==> src/rtl/instr_decode_stage.sv <==
// instr_decode_stage: decodes fetched instructions into a 2-entry skid buffer with run/halt tracking
module instr_decode_stage #(
  parameter int         PC_W    = 16,
  parameter logic [6:0] HALT_OP = 7'h7F
) (
  input  logic            clk,
  input  logic            rst_n,
  input  logic            f_valid,
  input  logic [15:0]     f_instr,
  input  logic [PC_W-1:0] f_pc,
  output logic            f_ready,
  input  logic            flush,
  output logic            d_valid,
  input  logic            d_ready,
  output logic [6:0]      d_opcode,
  output logic [8:0]      d_imm,
  output logic [1:0]      d_imm_sel,
  output logic            d_reg_sel,
  output logic [PC_W-1:0] d_pc,
  output logic            halted
);
  localparam int EW = 19 + PC_W;
  typedef enum logic {RUN, HALTED} state_t;
  state_t          state_q, state_d;
  logic            ov_q, ov_d, sv_q, sv_d, f_ready_q, f_ready_d;
  logic [EW-1:0]   o_q, o_d, s_q, s_d, in_ent;
  logic            acc, out_free;
  // decode the incoming word (selector equals the class; register bit only for classes 01/10)
  always_comb begin
    acc      = f_valid && f_ready_q;
    out_free = !ov_q || d_ready;
    in_ent   = {f_instr[15:9], f_instr[8:0], f_instr[15:14],
                (f_instr[15] ^ f_instr[14]) & f_instr[8], f_pc};
  end
  // skid buffer load rules, halt tracking and registered upstream ready
  always_comb begin
    ov_d    = ov_q;
    sv_d    = sv_q;
    o_d     = o_q;
    s_d     = s_q;
    state_d = state_q;
    if (flush) begin
      ov_d    = 1'b0;
      sv_d    = 1'b0;
      state_d = RUN;
    end else begin
      if (out_free) begin
        if (sv_q) begin
          o_d  = s_q;
          ov_d = 1'b1;
          sv_d = acc;
          s_d  = acc ? in_ent : s_q;
        end else begin
          ov_d = acc;
          o_d  = acc ? in_ent : o_q;
        end
      end else if (acc) begin
        sv_d = 1'b1;
        s_d  = in_ent;
      end
      state_d = (acc && f_instr[15:9] == HALT_OP) ? HALTED : state_q;
    end
    f_ready_d = !sv_d && state_d == RUN;
  end
  // state registers with asynchronous clear
  always_ff @(posedge clk or negedge rst_n) begin
    if (!rst_n) begin
      ov_q      <= 1'b0;
      sv_q      <= 1'b0;
      o_q       <= '0;
      s_q       <= '0;
      state_q   <= RUN;
      f_ready_q <= 1'b1;
    end else begin
      ov_q      <= ov_d;
      sv_q      <= sv_d;
      o_q       <= o_d;
      s_q       <= s_d;
      state_q   <= state_d;
      f_ready_q <= f_ready_d;
    end
  end
  assign d_valid = ov_q;
  assign {d_opcode, d_imm, d_imm_sel, d_reg_sel, d_pc} = o_q;
  assign halted  = state_q == HALTED;
  assign f_ready = f_ready_q;
endmodule

==> config.mk <==
export PLATFORM = sky130hd
export DESIGN_NAME = instr_decode_stage
export DESIGN_NICKNAME = d
export VERILOG_FILES = /design/src/rtl/instr_decode_stage.sv
export SDC_FILE = /design/constraint.sdc
export NUM_CORES = 1
export LEC_CHECK = 0
export ABC_AREA = 0
export ABC_CLOCK_PERIOD_IN_PS = 4120
export BUFFER_PORTS_ARGS = -buffer_cell sky130_fd_sc_hd__clkbuf_2
export CAP_MARGIN = 0
export CORE_MARGIN = 4
export CORE_UTILIZATION = 35
export DETAILED_ROUTE_END_ITERATION = 8
export GPL_TIMING_DRIVEN = 0
export PLACE_DENSITY = 0.57
export RECOVER_POWER = 100
export SKIP_LAST_GASP = 1
export SLEW_MARGIN = 20
export SYNTH_ARGS = -nofsm -noshare
export SYNTH_HDL_FRONTEND = slang
export SYNTH_SLANG_ARGS = --single-unit
export TNS_END_PERCENT = 30
==> constraint.sdc <==
create_clock -name clk -period 4.12 [get_ports clk]
set_clock_uncertainty 0.2 [all_clocks]
set_input_delay 0.206 -clock clk [delete_from_list [all_inputs] [get_ports clk]]
set_output_delay 0.206 -clock clk [all_outputs]
set_load 0.01 [all_outputs]
==> run metrics, run 1 <==
Remaining Overflow, GRT=0; Hold Fails Final Rpt=3; R2R Path End=s_q[10]; crit path kind=reg2reg; crit path launch type=flip-flop; Yosys top cell area share=55.51%; drt wl/cell=14.55 um; fraction of layout cells with a size suffix above 1=45.85%; max-slew violations=31; H-tree Lvls=3; Unique masters post-synth=24; most common cell after layout, fill and taps aside=mux2_2; Final nets=357; Initial Utilization=35.84%; Post-route DRC=0; Max VDD drop=239.3 uV; Hold/Removal Path Class=in2reg; dominant cell type by area after synthesis=dfrtp_1; final wirelength=6.302 mm; Inserted Clock Buffers=9; dpl ws=1.957 ns; slowest CP cell=a211oi_1; Antenna diodes=0; GR Util All Layers=13.27%; Cell Rows=34; gpl congestion=0.7228; TritonCTS clock tree=built; Hold EP=sv_q; failing checks=negative hold slack, max-capacitance violations, max-slew violations; fin crit share=68.38%; Mapped Cells=202; register area share after synthesis=56.36%; clock sinks=70; Slew headroom=-17.81%; Mapped Area=3110 um^2; register clock-pin slew on the reported worst setup and hold paths=0.07 ns; Root Buffer=clkbuf_8; area delta synth->final=30.29%; synth top area cells=dfrtp_1 (56%), mux2_2 (34%), buf_6 (2.2%), a221oi_4 (0.84%), dfstp_2 (0.84%); fmax=0.3550 GHz; RSZ-0062 raised after global routing=false; clock latency on the worst-skew pair=0.34 ns; MaxCap Viol Count=1; Yosys reg bits=70; routed vias=1,994; Die Ht=102.3 um; Avg Synthesized Cell Area=15.40 um^2; Die W=102.3 um; CP required=4.14 ns; first-pass detailed-route iteration total=3; worst reg2reg startpoint=f_ready; r2r worst-path depth=4; Placed Instances=384; final setup vio count=0; Power Density=477.1 nW/um^2; fin worst setup slack=1.303 ns; Avg Vias per Cell=4.605; Leak Pwr=1.721 nW; Synth Warn #=0; vias in the first global route=2,194; CTS Buffer Depth=2; Hold Slack=-0.03540 ns; min Tclk post-route=2.817 ns; Post-DRT Antenna Nets=0; CP Launch Point=f_ready; initial drt markers=47; Worst Hold Launch=flush; Post-Syn Nets=239; first-pass GRT wire length=10.54 mm; Core ar.=8678 um^2; CP Data Arrival Time=2.84 ns; initial antenna violation count=0; final cell count without fillers=433; largest net degree at the start of global routing=41; Die Area=10,460 um^2; most frequent cells in the layout=mux2_2 (95), dfrtp_1 (69), clkbuf_1 (51); I/O pins=75; worst path cell trace=nand2_1, a211oi_1, clkbuf_1, mux2_2; reg-to-reg setup timing slack=1.30 ns; Slew @ Worst Pin=1.767 ns; IO buf count=73; Fin Setup TNS=0 ns; DP HPWL=4.318 mm; status=complete, but fails checks; post-CTS setup buffers=0; crit-path max FO=10; max incr delay on CP=0.88 ns; Worst Hold Path Cells=2; crit end category=flip-flop
[per-layer routing]
metal,vias to the layer above,GRT usage (%),share of wire (%)
met5,-,0,0
met4,0,5.146,1.2
met3,7,4.846,6.6
met2,54,20.64,47
met1,979,16.88,45
li1,954,-,-
[power breakdown]
part | internal (mW) | switching, mW | total, mW
Combinational | 0.225 | 0.164 | 0.389
Clock | 0.356 | 0.246 | 0.602
Sequential | 0.861 | 0.0807 | 0.942
[cell families after synthesis]
kind of cell,Yosys count,share of synthesized area [%]
AO/OA/AOI/OAI,6,2.333
XOR/XNOR,1,0.2816
adder cells (fa/ha/maj),1,0.3218
buffers and inverters,18,3.982
flip-flops,70,56.36
multiplexers,98,35.40
AND/OR/NAND/NOR,8,1.328
[area by class of cell]
| cell class | count | area [um^2] |
|---|---|---|
| clock inverter | 4 | 70.07 |
| inverter | 5 | 18.77 |
| timing repair buffer | 107 | 666.9 |
| tap | 108 | 135.1 |
| sequential | 70 | 1753 |
| multi-input combinational | 114 | 1204 |
| clock buffer | 12 | 145.1 |
| fill | 810 | 4626 |
| buffer | 13 | 60.06 |
[metrics by stage]
stage	power [mW]	utilization, %	area [um^2]
after global placement	1.341	41.61	3611
final	1.933	46.70	4053
after detailed placement	1.360	41.87	3633
after floorplan	1.194	-	3110
after global routing	2.060	46.70	4053
after CTS	2.001	48.15	4179
[how the worst max path moves through the flow]
stage	end	slack [ns]
5_1_grt	o_q[32]	1.10
4_1_cts	o_q[10]	1.94
3_5_place_dp	s_q[7]	1.96
2_1_floorplan	o_q[0]	2.19
3_3_place_gp	o_q[20]	1.95
6_report	s_q[10]	1.30
[timing repair]
item	CTS	global route
hold buffers	33	0
endpoints found under the hold margin	63	0
gates resized for setup	0	0
endpoints found under the setup margin	0	0
[flip-flops by register name, indices dropped and copies added, names as in the netlist]
register,count
o_q,33
s_q,33
d_valid,1
f_ready,1
halted,1
sv_q,1
[synth_stat cells]
library cell	instances
mux2_2	95
a31o_2	1
xor2_1	1
dfstp_2	1
a211oi_4	1
or3_1	1
maj3_1	1
nand3_1	1
nand4_1	1
clkbuf_1	4
a21oi_1	1
a221oi_4	1
nand2_1	2
buf_6	6
dfrtp_1	69
a31oi_1	2
mux2i_1	2
inv_1	4
nor2_1	1
inv_2	1
nand2b_1	1
and2_1	1
buf_4	3
mux2_1	1
[worst max-delay path, delay by kind of cell, from the launching register on]
family | cells | cell delay [ns]
AOI/OAI and AO/OA | 1 | 0.88
buffers and inverters | 1 | 0.55
DFF | 1 | 0.54
muxes | 1 | 0.40
and+or+nand+nor | 1 | 0.13
Power figures use the tool's default switching activity.
==> run 2: changes to the inputs <==
--- a/config.mk
+++ b/config.mk
@@ -6,14 +6,14 @@
 export NUM_CORES = 1
 export LEC_CHECK = 0
 export ABC_AREA = 0
-export ABC_CLOCK_PERIOD_IN_PS = 4120
+export ABC_CLOCK_PERIOD_IN_PS = 2320
 export BUFFER_PORTS_ARGS = -buffer_cell sky130_fd_sc_hd__clkbuf_2
 export CAP_MARGIN = 0
 export CORE_MARGIN = 4
 export CORE_UTILIZATION = 35
 export DETAILED_ROUTE_END_ITERATION = 8
 export GPL_TIMING_DRIVEN = 0
-export PLACE_DENSITY = 0.57
+export PLACE_DENSITY = 0.59
 export RECOVER_POWER = 100
 export SKIP_LAST_GASP = 1
 export SLEW_MARGIN = 20
==> constraint.sdc (replaced) <==
create_clock -name clk -period 2.32 [get_ports clk]
set_clock_uncertainty 0.2 [all_clocks]
set_input_delay 0.116 -clock clk [delete_from_list [all_inputs] [get_ports clk]]
set_output_delay 0.116 -clock clk [all_outputs]
set_load 0.01 [all_outputs]
==> run 2 against run 1 <==
Compared with the run above:
- the flow now finishes without violations
- wire length is 1.3% lower
- die area is the same
- via count increased by 0.75%
- cell count is 0.46% higher
- combinational power increased by 82%
- worst setup slack got worse by 1.1 ns
- sequential share of layout area decreased by 1.1 points
- total power rose by 82%
- global-route usage decreased by 0.46 points
- design area increased by 2.7%
- hold slack better by 0.054 ns
- clock power increased by 88%
==> run metrics, run 2 (same netlist as run 1, synthesis figures left out) <==
register clock-pin slew on the reported worst setup and hold paths=0.08 ns; dpl ws=0.1885 ns; Initial Utilization=35.84%; max-slew violations=0; final cell count without fillers=435; MaxCap Viol Count=0; drt wl/cell=14.29 um; fin crit share=93.29%; crit-path max FO=10; fin worst setup slack=0.1557 ns; CP Data Arrival Time=2.19 ns; post-cts sizing count=0; H-tree Lvls=3; Core ar.=8678 um^2; r2r worst-path depth=4; reg-to-reg setup timing slack=0.16 ns; Hold Fails Final Rpt=0; Power Density=844.8 nW/um^2; Hold/Removal Path Class=in2reg; area delta synth->final=33.83%; Die W=102.3 um; IO buf count=73; final wirelength=6.218 mm; Worst Hold Path Cells=3; post-route cell area=4163 um^2; I/O pins=75; Max VDD drop=464.3 uV; Buf/Inv on CP=1; # fillers=800; Root Buffer=clkbuf_8; fmax=0.4620 GHz; initial drt markers=16; Placed Instances=384; biggest regs=o_q (33), s_q (33); Worst Hold Launch=d_ready; Avg Vias per Cell=4.618; fraction of layout cells with a size suffix above 1=48.93%; status=finished, final reports clean; Leak Pwr=1.767 nW; gpl congestion=0.7002; initial antenna violation count=0; Fin Setup TNS=0 ns; CTS Buffer Depth=2; worst path cell trace=nand2_1, a221oi_4, buf_6, mux2_2; most frequent cells in the layout=mux2_2 (95), dfrtp_1 (69), clkbuf_1 (42); final setup vio count=0; Slew headroom=37.85%; CP required=2.35 ns; Post-DRT Antenna Nets=0; Die Ht=102.3 um; crit path kind=reg2reg; GR Util All Layers=12.81%; vias in the first global route=2,113; R2R Path End=o_q[13]; Post-Place Cell Area=3633 um^2; crit path launch type=flip-flop; RSZ-0062 raised after global routing=false; Remaining Overflow, GRT=0; Inserted Clock Buffers=9; most common cell after layout, fill and taps aside=mux2_2; Cell Rows=34; Hold EP=d_valid; Die Area=10,460 um^2; Slew @ Worst Pin=0.9322 ns; first-pass GRT wire length=10.24 mm; clock latency on the worst-skew pair=0.34 ns; largest net degree at the start of global routing=37; power consumption=3.516 mW; Antenna diodes=0; max incr delay on CP=0.56 ns; routed vias=2,009; min Tclk post-route=2.164 ns; family with the most delay on the worst path=flip-flops; Final nets=359; DP HPWL=4.289 mm; crit end category=flip-flop; clock sinks=70; slowest CP cell=dfstp_1; first-pass detailed-route iteration total=4; Post-route DRC=0; TritonCTS clock tree=built; worst reg2reg startpoint=f_ready
[run 2: worst reg2reg max path, stage by stage, from the launching register on]
cell and delay, ns:
dfstp_1 0.56, nand2_1 0.19, a221oi_4 0.51, buf_6 0.23, mux2_2 0.36
[run 2: worst max-delay path by stage]
stage	from	to	slack, ns	cells past startpoint
2_1_floorplan	f_ready	o_q[0]	0.39	4
3_5_place_dp	f_ready	s_q[12]	0.19	4
5_1_grt	f_ready	s_q[11]	0.05	4
4_1_cts	f_ready	o_q[13]	0.16	4
3_3_place_gp	f_ready	s_q[19]	0.19	4
6_report	f_ready	o_q[13]	0.16	4
[run 2: per-layer routing]
layer / part of all wire (%) / global-route usage [%] / vias up
li1: - / - / 960
met1: 46 / 16.80 / 983
met2: 46 / 19.99 / 60
met3: 6.6 / 4.915 / 6
met4: 0.50 / 3.330 / 0
met5: 0 / 0 / -
[run 2: cell type report]
class | count | area (um^2) | area share, %
well taps | 108 | 135.1 | 3.246
inverters | 5 | 18.77 | 0.4509
flip-flops and latches | 70 | 1753 | 42.11
plain buffers | 13 | 105.1 | 2.525
repair buffers | 109 | 688.2 | 16.53
clock inverters | 7 | 105.1 | 2.525
multi-input cells | 114 | 1234 | 29.64
clock buffers | 9 | 123.9 | 2.976
[run 2: repair_timing]
action                                  CTS  global route
endpoints found under the setup margin    0             0
hold buffers                             35             0
setup buffers                             0             0
hold endpoints to repair                139             0
[run 2: per-stage QoR]
| step | util [%] | hold WS [ns] |
|---|---|---|
| after detailed placement | 41.87 | -0.04113 |
| final | 47.97 | 0.01828 |
| after CTS | 48.54 | 0.005845 |
| after global placement | 41.61 | 0.1637 |
| after global routing | 47.97 | 0.02707 |
| after floorplan | - | -0.3796 |
[run 2: where the power goes]
part           switching, mW  internal, mW  total [mW]
combinational          0.295         0.412       0.708
sequential             0.148          1.53        1.68
clock                  0.510         0.622        1.13
